File: src/rtl/neuron_pkg.sv
// neuron_pkg: shared defaults, accumulator sizing and FSM state type for neuron_ctrl
package neuron_pkg;
  localparam int DW_DEF = 8;
  localparam int N_INPUTS_DEF = 4;
  localparam int SHIFT_DEF = 6;
  typedef enum logic [1:0] {ACC, ACT, OUT} state_t;
  function automatic int acc_w(input int dw, input int n);
    return 2 * dw + $clog2(n) + 1;
  endfunction
endpackage

File: src/rtl/neuron_mac_unit.sv
// mac_unit: signed multiply-accumulate with synchronous clear
module mac_unit #(
  parameter int DW = 8,
  parameter int AW = 19
) (
  input  logic                 clk,
  input  logic                 rst,
  input  logic                 en,
  input  logic                 clr,
  input  logic signed [DW-1:0] a,
  input  logic signed [DW-1:0] b,
  output logic signed [AW-1:0] acc
);
  always_ff @(posedge clk)
    if (rst || clr) acc <= '0;
    else if (en) acc <= acc + AW'(a) * AW'(b);
endmodule

File: src/rtl/neuron_ctrl.sv
// neuron_ctrl: streams x elements through a weighted sum, adds bias, applies ReLU and saturation
module neuron_ctrl
  import neuron_pkg::*;
#(
  parameter int N_INPUTS = N_INPUTS_DEF,
  parameter int DW = DW_DEF,
  parameter int SHIFT = SHIFT_DEF,
  localparam int IW = N_INPUTS > 1 ? $clog2(N_INPUTS) : 1
) (
  input  logic                 clk,
  input  logic                 rst,
  input  logic                 w_we,
  input  logic [IW-1:0]        w_addr,
  input  logic signed [DW-1:0] w_data,
  input  logic                 b_we,
  input  logic signed [DW-1:0] b_data,
  input  logic                 x_valid,
  output logic                 x_ready,
  input  logic signed [DW-1:0] x_data,
  output logic                 y_valid,
  input  logic                 y_ready,
  output logic signed [DW-1:0] y_data
);
  localparam int AW = acc_w(DW, N_INPUTS);
  localparam int SW = AW + 1;
  localparam logic signed [DW-1:0] YMAX = {1'b0, {(DW-1){1'b1}}};
  state_t state, state_d;
  logic [IW-1:0] idx;
  logic signed [DW-1:0] w [N_INPUTS];
  logic signed [DW-1:0] bias, wsel, y_next;
  logic signed [AW-1:0] acc;
  logic signed [SW-1:0] s, r;
  logic x_hs, last, clr;
  assign x_hs = x_ready && x_valid;
  assign last = idx == IW'(N_INPUTS - 1);
  assign clr = state == OUT && y_ready;
  always_comb begin
    x_ready = state == ACC;
    y_valid = state == OUT;
    state_d = state == ACC ? (x_hs && last ? ACT : ACC) :
              state == ACT ? OUT : (y_ready ? ACC : OUT);
    wsel = '0;
    for (int i = 0; i < N_INPUTS; i++)
      if (idx == IW'(i)) wsel = w[i];
  end
  // bias is aligned to the Q.SHIFT product scale before the sum
  always_comb begin
    s = SW'(acc) + (SW'(bias) <<< SHIFT);
    r = s >>> SHIFT;
    y_next = s < 0 ? '0 : (r > SW'(YMAX) ? YMAX : r[DW-1:0]);
  end
  always_ff @(posedge clk)
    if (rst) begin
      state <= ACC;
      idx <= '0;
      bias <= '0;
      y_data <= '0;
      for (int i = 0; i < N_INPUTS; i++) w[i] <= '0;
    end else begin
      state <= state_d;
      if (x_hs) idx <= last ? '0 : idx + 1'b1;
      if (b_we) bias <= b_data;
      for (int i = 0; i < N_INPUTS; i++)
        if (w_we && w_addr == IW'(i)) w[i] <= w_data;
      if (state == ACT) y_data <= y_next;
    end
  mac_unit #(.DW(DW), .AW(AW)) u_mac (
    .clk(clk), .rst(rst), .en(x_hs), .clr(clr), .a(x_data), .b(wsel), .acc(acc)
  );
endmodule

File: config.mk
export PLATFORM = sky130hd
export DESIGN_NAME = neuron_ctrl
export DESIGN_NICKNAME = d
export VERILOG_FILES = /design/src/rtl/neuron_pkg.sv /design/src/rtl/neuron_mac_unit.sv /design/src/rtl/neuron_ctrl.sv
export SDC_FILE = /design/constraint.sdc
export NUM_CORES = 1
export LEC_CHECK = 0
export BUFFER_PORTS_ARGS = -buffer_cell sky130_fd_sc_hd__buf_2
export CAP_MARGIN = 20
export CORE_MARGIN = 5
export CORE_UTILIZATION = 45
export CTS_CLUSTER_SIZE = 28
export DETAILED_ROUTE_END_ITERATION = 7
export GPL_TIMING_DRIVEN = 0
export HOLD_SLACK_MARGIN = 0.05
export SETUP_SLACK_MARGIN = 0.02
export SYNTH_ARGS = -nofsm -noshare
export SYNTH_HDL_FRONTEND = slang
export SYNTH_SLANG_ARGS = --single-unit
File: constraint.sdc
create_clock -name clk -period 17.9 [get_ports clk]
set_input_delay 2.685 -clock clk [delete_from_list [all_inputs] [get_ports clk]]
set_output_delay 2.685 -clock clk [all_outputs]
set_load 0.005 [all_outputs]
Word level (Yosys, flattened, before mapping). Memories as Yosys holds them, arrays and structs flattened. Cells that the tools add are included.

Bits in registers: 39. Input port bits: 32. Memory bits (writable): 32. Memories: 1.

Memories: w (depth 4, width 8, rd ports 4, clocked after memory_dff 0, write ports 4, RTL line neuron_ctrl.sv:29) `logic signed [DW-1:0] w [N_INPUTS];`.

Multipliers: 1. Equality and inequality tests: 8. $lt $le $gt $ge: 2. Bitwise gates (word level): 4. Add/sub/neg operators: 3. Muxes and demuxes: 29. Reduce and logical (&&, ||, !) cells: 11.

Operators by type and width (count): $mux 8 (10); $add 19x14->20 (1); $lt 20x1->1 const B (1); $add 19x16->19 (1); $mul 8x8->16 (1); $mux 1 (15); $gt 14x8->1 const B (1); $eq 2x2->1 const B (5); $mux 2 (4); $logic_and 1x1->1 (7); $eq 2x1->1 const B (3); $logic_not 2->1 (3); $or 1x1->1 (4); $add 2x1->2 const B (1); $logic_or 1x1->1 (1).

Depth between registers and ports, before layout.
Word-level depth: 7. Mapped depth: 29. Depth with buffers taken out: 28.

By module. Synthesis repeated with hierarchy kept, for this count alone.

Cell total of the unflattened synthesis: 728. Area, all modules: 7076.8 um^2.

Modules (own cells, without submodules): mac_unit (sequential area each 380.4 um^2, cells each 430, area each 4137.7 um^2, times used 1); neuron_ctrl (sequential area each 1361.3 um^2, cells each 298, area each 2939.1 um^2, times used 1).

Worst setup path after synthesis. Ideal clock, no wire load.

Path type: input -> register. Start point: input x_data[7]. End point: register u_mac.acc[16]. Buffers on the path: 1. Slack: 10.508 ns. Arrival: 7.330 ns. Stages: 15. Setup time: 0.062 ns. Required time: 17.838 ns. Cells stage by stage: clkbuf_1 > and2_1 > fa_1 > fa_1 > fa_1 > fa_1 > ha_1 > ha_1 > o21ai_1 > a21o_1 > a211oi_1 > nor2_1 > a21o_1 > or4_1 > nand3_1.

Cells in the longest elaborated chain, start to end: 2.

RTL lines: from (decl) (RTL line neuron_ctrl.sv:19) `input logic signed [DW-1:0] x_data,`; $mul 8x8->16 (RTL line neuron_mac_unit.sv:16) `else if (en) acc <= acc + AW'(a) * AW'(b);`; $add 19x16->19 (RTL line neuron_mac_unit.sv:16); to (signal assigned) (RTL line neuron_mac_unit.sv:16); to (decl) (RTL line neuron_mac_unit.sv:12) `output logic signed [AW-1:0] acc`.

No other way between the ends. A chain may end at the register's enable or synchronous reset.

Worst setup path after layout. Ends and elaborated chain as after synthesis.

==> flow_metrics.py <==
metrics = {
    "floorplanning": {
        "num_io_pins": 42,
        "core_sq_um": 15100,
        "fp-row-count": 45,
        "start_util": 0.458,
        "die_w_um": 134,
        "dieArea_sq_um": 18000,
        "die_h_um": 134,
    },
    "min_path": {
        "holdCritStartpoint": "u_mac.acc[1]",
        "hold_class": "flop to flop",
    },
    "setup_path": {
        "cp-start-kind": "input pin",
        "path_cells": "clkbuf_1, and2_1, fa_1, fa_1, fa_1, fa_1, ha_1, ha_1, o21ai_1, a21o_1, a211oi_1, nor2_1, a21o_1, or4_1, nand3_1",
        "cp_max_fo": 11,
        "end_kind": "flop",
        "slowest_stage": "and2_1",
        "rr_startpoint": "idx[0]",
        "cpMostUsedCell": "fa_1",
        "required_ns": 18.18,
        "max_stage_delay_ns": 0.72,
        "crit_family": "adder cells",
        "startpoint": "x_data[7]",
        "worst-path-buf-inv": 1,
        "path_class": "input pin to flop",
        "worstPathArrival_ns": 7.91,
    },
    "global_route": {
        "grt_overflow": 0,
        "antenna_found_initial": 0,
        "grt_pass1_wl_um": 25800,
        "grt_util_all_layers": 0.178,
        "grt_pass1_vias": 5262,
        "grt_max_degree": 14,
    },
    "status": {
        "status": "complete, no violations",
    },
    "yosys": {
        "synthFlopType": "dfxtp_1",
        "syn-num-nets": 909,
        "synthXorXnorAreaFrac": 0.0278,
        "muxShareOfSynthArea": 0.0188,
        "ys_ff_latch": 71,
        "synth_top_family_by_area": "adder cells",
        "synth-edff-count": 32,
        "synth_area_sq_um": 6930,
        "avgSynthCellArea_sq_um": 9.48,
        "synth-simple-area-share": 0.172,
        "synth_fa_ha_area_frac": 0.356,
        "yosys_warnings": 0,
        "synth_seq_area_share": 0.251,
        "async_reset_ff_frac": 0,
        "syn-instance-count": 731,
        "synth_cell_types": 47,
        "synth_compound_area_frac": 0.108,
    },
    "final_layout": {
        "antenna_cells": 0,
        "fin_nets": 959,
        "regArea_sq_um": 1740,
        "n_fill_cell": 1427,
        "multi_input_area_sq_um": 4730,
        "drive_gt1_frac": 0.0789,
        "area_growth_pct": 10.8,
        "fin_util": 0.507,
        "fin_cells": 974,
    },
    "sta": {
        "worstMarginPinSlew_ns": 0.947,
        "period_needed_ns": 7.63,
        "clock_skew_ns": 0.0101,
        "rsz0062_at_grt": "no",
        "report.final.slew_viol_count": 0,
        "clock.fmax_ghz": 0.131,
        "relSlewSlack": 0.350,
        "timing.final.ws_setup_ns": 10.27,
        "setup-tns-final_ns": 0,
        "setup_violations": 0,
        "final.period_utilization": 0.426,
        "hold_viol": 0,
    },
    "pwr": {
        "leakagePower_nw": 3.52,
        "powerDensity_nw_per_um2": 186,
        "p_total_mw": 1.43,
        "ir_drop_mv": 0.132,
    },
    "drt": {
        "vias_per_cell": 5.23,
        "firstDrtPassIters": 5,
        "vias": 5098,
        "drc": 0,
        "wl_per_cell_um": 15.5,
        "routed_wl_um": 15100,
        "postRouteAntennaNets": 0,
        "drtIter0Drc": 254,
    },
    "clocking": {
        "clk_pin_slew_ns": 0.06,
        "cts_tree": "done",
        "cts_hold_buf": 0,
        "clock_sinks": 71,
        "clockBufferDepth": 2,
        "cts.repair.resized": 0,
        "post_cts_buffers": 0,
        "cts-root-buf": "clkbuf_16",
        "numCtsBuffers": 9,
        "cts_max_level": 3,
        "insertion_delay_ns": 0.34,
    },
    "flow_run": {
        "max_cap_viol_count": 0,
    },
    "place": {
        "dp_hpwl_um": 12600,
        "dp.cells": 958,
        "numPortBuffers": 39,
        "globalplace.congestion": 0.837,
        "place_ws_ns": 9.93,
    },
}
-- layer usage --
metal	track usage	vias up	share of wire
met5	0	-	0
li1	-	2497	-
met4	0.0452	0	0.015
met1	0.239	2514	0.46
met3	0.0289	16	0.028
met2	0.303	71	0.50
-- worst paths after layout --
kind / cells past startpoint / slack, ns / endpoint
worst max-delay path: 15 / 10.27 / u_mac.acc[16]
worst min-delay path: 2 / 0.46 / u_mac.acc[1]
worst max register to register: 20 / 10.83 / u_mac.acc[16]
worst min register to register: 2 / 0.46 / u_mac.acc[1]
-- cell families after synthesis --
logic type / after synthesis
compound gates: 116
simple gates: 240
xor+xnor: 22
fa+ha+maj: 146
mux: 13
flops: 71
buf+inv: 123
-- worst min-delay path, cell delays in order (launching register included) --
cell	delay, ns
dfxtp_1	0.31
nand2_1	0.05
a21oi_1	0.05
-- synth_stat cells (2+ instances only) --
master | count | area, sq um
a21o_1 | 6 | 45.0
ha_1 | 61 | 763
nand3b_1 | 5 | 37.5
fa_1 | 85 | 1700
nor2_1 | 50 | 188
a211oi_1 | 5 | 37.5
and2_1 | 48 | 300
o21a_1 | 5 | 37.5
nor4b_1 | 2 | 17.5
inv_1 | 106 | 398
a21oi_1 | 50 | 250
xnor2_1 | 17 | 149
edfxtp_1 | 32 | 961
nand2b_1 | 11 | 68.8
mux2i_1 | 13 | 130
nand4_1 | 2 | 12.5
nand3_1 | 7 | 35.0
o21ai_1 | 9 | 45.0
o22ai_1 | 5 | 31.3
buf_1 | 2 | 7.51
nor2b_1 | 24 | 150
clkbuf_1 | 15 | 56.3
o21ai_0 | 9 | 45.0
nand2_1 | 73 | 274
a221o_1 | 7 | 70.1
or2_2 | 2 | 12.5
nor3_1 | 10 | 50.1
nor3b_1 | 3 | 22.5
o31a_1 | 2 | 17.5
o21bai_1 | 6 | 45.0
dfxtp_1 | 39 | 781
xor2_1 | 5 | 43.8
-- per-stage QoR --
step	instance area [sq um]	hold slack, ns
floorplan	6930	0.436
global placement	7360	0.438
detailed placement	7360	0.454
CTS	7680	0.463
global route	7680	0.475
finish	7680	0.456
-- cells in the final DEF (no fill, tap or decap), types with 5 or more instances in the layout --
cell type    n
a221o_1      7
clkbuf_1    15
nand2b_1    11
nor2b_1     24
xor2_1       5
and2_1      48
edfxtp_1    32
nand2_1     73
a21oi_1     50
clkbuf_16   10
inv_1      106
buf_2       39
a21o_1       6
nor2_1      50
mux2i_1     13
a211oi_1     5
xnor2_1     17
o21a_1       5
fa_1        85
nand3_1      7
nand3b_1     5
o21ai_1      9
nor3_1      10
ha_1        61
o21ai_0      9
dfxtp_1     39
o22ai_1      5
o21bai_1     6
-- sequential cells by signal (all words and copies together) (netlist names) --
register,flops
bias,8
idx,2
state,2
u_mac.acc,19
w,32
y_data,8
-- cell type report --
type | count | share of cell area
Buffer | 17 | 0.00831
Clock buffer | 10 | 0.0326
Clock inverter | 6 | 0.00864
Inverter | 106 | 0.0518
Multi-Input combinational cell | 537 | 0.616
Sequential cell | 71 | 0.227
Tap cell | 188 | 0.0306
Timing Repair Buffer | 39 | 0.0254
-- where the power goes --
group          switching (mW)  internal [mW]
registers              0.0170          0.192
logic                   0.574          0.456
clock network          0.0735          0.117
Power figures use the tool's default switching activity.
